[src/rtl/voice_allocator.sv]
`default_nettype none
// ============================================================================
//  Module      : voice_allocator
//  Description : Polyphonic voice scheduler. Takes a single note-on/note-off
//                event stream and assigns each note to one of NUM_OSCILLATORS
//                oscillator voices. It drives each voice's active flag and
//                playback rate, plus a one-cycle restart pulse per voice.
//
//  Ports       : clk_in        - system clock
//                rst_in        - synchronous active-high reset
//                valid_in      - one-cycle event strobe
//                is_note_on_in - 1 = note-on, 0 = note-off (when valid_in)
//                rate_in       - playback rate / note key (when valid_in)
//                clear_all_in  - all-notes-off pulse
//                is_on_out     - per-voice active flag
//                rates_out     - packed per-voice rate, voice i at
//                                [i*RATE_WIDTH +: RATE_WIDTH]
//                restart_out   - per-voice restart pulse
//                full_out      - all voices active
//                drop_out      - pulse: a note-on was discarded
//
//  Build option: VOICE_STEAL_EN - when defined, a note-on with every voice
//                busy steals the oldest voice (largest age, lowest index on
//                a tie). When undefined, that note-on is dropped.
//
//  Revision    : 1.0 - initial release
// ============================================================================
module voice_allocator #(
    parameter int NUM_OSCILLATORS = 4,
    parameter int RATE_WIDTH      = 24,
    parameter int AGE_WIDTH       = 8
) (
    input  logic                                  clk_in,
    input  logic                                  rst_in,
    input  logic                                  valid_in,
    input  logic                                  is_note_on_in,
    input  logic [RATE_WIDTH-1:0]                 rate_in,
    input  logic                                  clear_all_in,
    output logic [NUM_OSCILLATORS-1:0]            is_on_out,
    output logic [NUM_OSCILLATORS*RATE_WIDTH-1:0] rates_out,
    output logic [NUM_OSCILLATORS-1:0]            restart_out,
    output logic                                  full_out,
    output logic                                  drop_out
);

    localparam logic [AGE_WIDTH-1:0] c_AGE_MAX = '1;

    logic [NUM_OSCILLATORS-1:0] r_is_on;
    logic [NUM_OSCILLATORS-1:0] w_is_on_nxt;
    logic [RATE_WIDTH-1:0]      r_rate     [NUM_OSCILLATORS];
    logic [RATE_WIDTH-1:0]      w_rate_nxt [NUM_OSCILLATORS];
    logic [AGE_WIDTH-1:0]       r_age      [NUM_OSCILLATORS];
    logic [AGE_WIDTH-1:0]       w_age_nxt  [NUM_OSCILLATORS];
    logic [NUM_OSCILLATORS-1:0] r_restart;
    logic [NUM_OSCILLATORS-1:0] w_restart_nxt;
    logic                       r_full;
    logic                       r_drop;
    logic                       w_drop_nxt;

    // One-hot search results over registered state
    logic [NUM_OSCILLATORS-1:0] w_match_oh;
    logic [NUM_OSCILLATORS-1:0] w_free_oh;
    logic [NUM_OSCILLATORS-1:0] w_tgt_oh;
`ifdef VOICE_STEAL_EN
    logic [NUM_OSCILLATORS-1:0] w_oldest_oh;
    logic [AGE_WIDTH-1:0]       w_best_age;
`endif

    // Lowest-index matching active voice and lowest-index free voice.
    // Scanning from the top down lets the last hit (lowest index) win.
    always_comb begin
        w_match_oh = '0;
        w_free_oh  = '0;
        for (int i = NUM_OSCILLATORS - 1; i >= 0; i--) begin
            if (r_is_on[i] && (r_rate[i] == rate_in)) begin
                w_match_oh    = '0;
                w_match_oh[i] = 1'b1;
            end
            if (!r_is_on[i]) begin
                w_free_oh    = '0;
                w_free_oh[i] = 1'b1;
            end
        end
    end

`ifdef VOICE_STEAL_EN
    // Oldest voice; strict greater-than keeps the lowest index on ties.
    always_comb begin
        w_oldest_oh    = '0;
        w_oldest_oh[0] = 1'b1;
        w_best_age     = r_age[0];
        for (int i = 1; i < NUM_OSCILLATORS; i++) begin
            if (r_age[i] > w_best_age) begin
                w_oldest_oh    = '0;
                w_oldest_oh[i] = 1'b1;
                w_best_age     = r_age[i];
            end
        end
    end
`endif

    always_comb begin
        w_is_on_nxt   = r_is_on;
        w_rate_nxt    = r_rate;
        w_age_nxt     = r_age;
        w_restart_nxt = '0;
        w_drop_nxt    = 1'b0;
        w_tgt_oh      = '0;

        if (clear_all_in) begin
            // Rates are retained so free voices never glitch to 0
            w_is_on_nxt = '0;
            for (int i = 0; i < NUM_OSCILLATORS; i++) begin
                w_age_nxt[i] = '0;
            end
        end else if (valid_in) begin
            if (is_note_on_in) begin
                if (rate_in == '0) begin
                    w_drop_nxt = 1'b1;
                end else if (|w_match_oh) begin
                    w_tgt_oh = w_match_oh;
                end else if (|w_free_oh) begin
                    w_tgt_oh = w_free_oh;
                end else begin
`ifdef VOICE_STEAL_EN
                    w_tgt_oh = w_oldest_oh;
`else
                    w_drop_nxt = 1'b1;
`endif
                end

                // Target voice is (re)started; every other active voice ages
                for (int i = 0; i < NUM_OSCILLATORS; i++) begin
                    if (w_tgt_oh[i]) begin
                        w_is_on_nxt[i]   = 1'b1;
                        w_rate_nxt[i]    = rate_in;
                        w_age_nxt[i]     = '0;
                        w_restart_nxt[i] = 1'b1;
                    end else if ((|w_tgt_oh) && r_is_on[i] && (r_age[i] != c_AGE_MAX)) begin
                        w_age_nxt[i] = r_age[i] + 1'b1;
                    end
                end
            end else if (rate_in != '0) begin
                for (int i = 0; i < NUM_OSCILLATORS; i++) begin
                    if (r_is_on[i] && (r_rate[i] == rate_in)) begin
                        w_is_on_nxt[i] = 1'b0;
                        w_age_nxt[i]   = '0;
                    end
                end
            end
        end
    end

    always_ff @(posedge clk_in) begin
        if (rst_in) begin
            r_is_on   <= '0;
            r_restart <= '0;
            r_full    <= 1'b0;
            r_drop    <= 1'b0;
            for (int i = 0; i < NUM_OSCILLATORS; i++) begin
                r_rate[i] <= '0;
                r_age[i]  <= '0;
            end
        end else begin
            r_is_on   <= w_is_on_nxt;
            r_restart <= w_restart_nxt;
            r_full    <= &w_is_on_nxt;
            r_drop    <= w_drop_nxt;
            r_rate    <= w_rate_nxt;
            r_age     <= w_age_nxt;
        end
    end

    assign is_on_out   = r_is_on;
    assign restart_out = r_restart;
    assign full_out    = r_full;
    assign drop_out    = r_drop;

    generate
        for (genvar g = 0; g < NUM_OSCILLATORS; g++) begin : g_pack
            assign rates_out[g*RATE_WIDTH +: RATE_WIDTH] = r_rate[g];
        end
    endgenerate

endmodule
`default_nettype wire
[config.mk]
export PLATFORM = sky130hd
export DESIGN_NAME = voice_allocator
export DESIGN_NICKNAME = d
export VERILOG_FILES = /design/src/rtl/voice_allocator.sv
export SDC_FILE = /design/constraint.sdc
export NUM_CORES = 1
export LEC_CHECK = 0
export ABC_AREA = 1
export CORE_AREA = 2 2 121 123
export DETAILED_ROUTE_END_ITERATION = 12
export DIE_AREA = 0 0 123 125
export PLACE_DENSITY = 0.66
export SLEW_MARGIN = 20
export SYNTH_ARGS = -nofsm -noshare
export SYNTH_HDL_FRONTEND = slang
export SYNTH_SLANG_ARGS = --single-unit
[constraint.sdc]
create_clock -name clk_in -period 5.3 [get_ports clk_in]
set_clock_uncertainty 0.05 [all_clocks]
set_input_delay 0.795 -clock clk_in [delete_from_list [all_inputs] [get_ports clk_in]]
set_output_delay 0.795 -clock clk_in [all_outputs]
set_load 0.005 [all_outputs]
==> summary.md <==
| Metric | Value |
|---|---|
| Grt ovf | 0 |
| DR vias | 5007 |
| CP Cell Sequence | clkdlybuf4s50_1, xnor2_1, nand2_1, nor2_1, nand2_1, nor2_2, nand3_1, nand2_2, nor2_4, nand2_2, nand3_2, o21ai_0, a21oi_1 |
| Post-DR wirelength/cell | 14.8 µm |
| Post-cts resize count | 0 |
| Final slew viol count | 0 |
| Worst vdd ir | 0.000152 V |
| Crit-path max FO | 49 |
| Ant. Diodes | 0 |
| Wire length on met3 | 980 µm |
| Mapped Avg Cell Area | 7.41 µm² |
| DRC Markers | 0 |
| Final WL | 15300 µm |
| Fillers | 1406 |
| Area of the multi-input gates | 2700 µm² |
| Post-Syn Area | 5550 µm² |
| DIE HEIGHT | 125 µm |
| First-pass GRT wire length | 24200 µm |
| Synth Register Bits | 106 |
| Layout cells sized above 1 | 7.79% |
| Placement Setup Slack | 1.37 ns |
| Crit-path leading delay family | simple AND/OR/NAND/NOR gates |
| Sw Ratio | 25.2% |
| DR vias/cell | 4.86 |
| P_int | 0.00123 W |
| Fin Setup TNS | 0 ns |
| Tot Pwr | 0.00165 W |
| Initial Utilization | 39.0% |
| Syn. warnings | 0 |
| Max layer used | met4 |
| Seq. cell area | 2120 µm² |
| Net Switching | 0.000415 W |
| Initial antenna violation count | 0 |
| Mapped Cells | 748 |
| Slowest stage delay, CP | 0.68 ns |
| Minimum clock period | 3.61 ns |
| Class of the worst hold path | reg2reg |
| Die span in x | 123 µm |
| H-tree depth reported by CTS | 3 |
| Clock transition at path regs | 0.07 ns |
| Core area | 14200 µm² |
| Crit path kind | in2reg |
| Final net count | 872 |
| Die area | 15400 µm² |
| RSZ-0062 raised after global routing | no |
| Pin slew with the least headroom to its limit | 0.858 ns |
| Cell variety after synth | 30 |
| Pwr dens | 234 nW/µm² |
| CP bufs+invs | 1 |
| Syn_nets | 777 |
| Met1 wire length | 7110 µm |
| Post-Route Utilization | 49.6% |
| Final estimated routing congestion in global placement | 0.851 |
| Fmax | 277 MHz |
| CTS Buf Count | 9 |
| Max-cap viol count | 0 |
| Hold Buf Count CTS | 0 |
| Number of global-route vias before repair | 4650 |
| Clk root buf | clkbuf_16 |
| Critical path arrival | 3.77 ns |
| Initial DRT Pass Iterations | 7 |
| P&R area growth vs syn | 27.0% |
| Global-route total usage across every layer | 20.1% |
| Critical Path Source Type | primary input |
| CTS sink count | 106 |
| Post-CTS Setup Bufs | 0 |
| I/O Buffers | 134 |
| Leak Pwr | 2.43 nW |
| Slew margin rel. | 42.7% |
| CTS Buffer Depth | 2 |
| CP Data Required Time | 5.46 ns |
| Sequential fraction of the synthesis area | 38.3% |
| Worst setup EP type | flop |
| Worst Setup Slack, final | 1.69 ns |
| Largest net degree at the start of global routing | 62 |
| Final period utilization | 68.1% |
| Sequential share of power | 49.7% |
| Worst-Skew Late Latency | 0.35 ns |
| Clock Power Share | 39.0% |
| # rows | 44 |
| Critical Path Slowest Stage Cell | clkdlybuf4s50_1 |
| Boundary pin count | 135 |
| Final hold slack | 0.422 ns |
| DP HPWL | 10800 µm |
| Met2 wire length | 6840 µm |
| Final setup fails | 0 |
| Final Hold Fails | 0 |
| Outcome | completed |
| Post-DRT Antenna Nets | 0 |
| DRT iter0 DRCs | 366 |
| Gate power share | 11.3% |
| CTS tree | built |
cell usage after synthesis:
cell / n / share of area (%)
nor2_4: 1 / 0.20
clkbuf_2: 2 / 0.18
dfxtp_1: 106 / 38
buf_6: 14 / 2.8
o21ai_2: 1 / 0.16
clkbuf_1: 13 / 0.88
nand3_1: 8 / 0.72
nand2_2: 5 / 0.56
nor4_1: 2 / 0.23
nand2_4: 2 / 0.41
nor2_8: 1 / 0.36
xor2_1: 4 / 0.63
inv_2: 14 / 0.95
and2_1: 1 / 0.11
buf_2: 10 / 0.90
a21oi_1: 92 / 8.3
a21oi_2: 14 / 2.2
nor3_1: 2 / 0.18
nor2_2: 5 / 0.56
o21ai_1: 11 / 0.99
a211oi_1: 1 / 0.14
o21ai_0: 66 / 6.0
nor2_1: 39 / 2.6
inv_1: 78 / 5.3
nand2_1: 142 / 9.6
buf_4: 15 / 2.0
nand4_1: 22 / 2.5
nand3_2: 6 / 1.1
xnor2_1: 70 / 11
clkinv_1: 1 / 0.068
cell families (layout without fill, tap and decap cells):
kind of cell,after synthesis,after routing,synth area share [%]
AOI/OAI and AO/OA,185,185,17.8
xor gates and xnor gates,74,74,11.7
buffers and inverters,147,246,13.1
DFF,106,106,38.3
and+or+nand+nor,236,236,19.2
per-layer routing:
layer | track usage [%] | vias up
li1 | - | 2569
met1 | 28.0 | 2258
met2 | 30.5 | 155
met3 | 3.83 | 25
met4 | 8.42 | 0
met5 | 0 | -
cell usage in the layout (no fill, tap or decap), types with 4 or more instances in the layout:
master / count
xor2_1: 4
nand2_1: 142
nand4_1: 22
nor2_1: 39
inv_2: 14
a21oi_1: 92
clkbuf_16: 9
o21ai_1: 11
nand3_2: 6
nor2_2: 5
clkdlybuf4s50_1: 134
nand3_1: 8
a21oi_2: 14
xnor2_1: 70
inv_1: 77
dfxtp_1: 106
nand2_2: 5
buf_4: 4
o21ai_0: 66
stage by stage:
stage          instances  area, µm²
6_report            1031       7040
5_1_grt             1031       7040
4_1_cts             1031       7040
3_5_place_dp        1016       6770
3_3_place_gp        1016       6770
2_1_floorplan        748       5550
layout make-up:
class,instances,area share [%]
clock inverter,2,0.178
multi-input combinational,495,38.3
sequential,106,30.1
timing repair buffer,138,19.5
tap,184,3.27
inverter,93,4.96
clock buffer,13,3.70
tightest hold or removal path, cell delays in order (launching register included):
cell and delay (ns):
dfxtp_1 0.33, inv_1 0.05, a21oi_1 0.05
state kept, by name, summed over array words and instances, names as in the netlist:
register / cells
rates_out: 96
restart_out: 4
full_out: 1
is_on_out: 4
drop_out: 1
power groups by stage:
stage / Sequential (W) / Clock, W / Combinational [W]
6_report: 0.000818 / 0.000642 / 0.000186
5_1_grt: 0.000819 / 0.000683 / 0.000207
4_1_cts: 0.000818 / 0.000654 / 0.000186
3_5_place_dp: 0.000837 / 0 / 0.000185
3_3_place_gp: 0.000837 / 0 / 0.000184
2_1_floorplan: 0.000834 / 0 / 0.000129
path summary, 6_finish.rpt:
check / from / end / slack, ns / depth (start not counted)
min: rates_out[78]$_SDFFE_PP0P_ / rates_out[78]$_SDFFE_PP0P_ / 0.42 / 2
min reg2reg: rates_out[78]$_SDFFE_PP0P_ / rates_out[78]$_SDFFE_PP0P_ / 0.42 / 2
max reg2reg: rates_out[61]$_SDFFE_PP0P_ / rates_out[51]$_SDFFE_PP0P_ / 2.47 / 12
max: rate_in[15] / rates_out[51]$_SDFFE_PP0P_ / 1.69 / 13
Note: power is estimated with default switching activity, not from simulation.
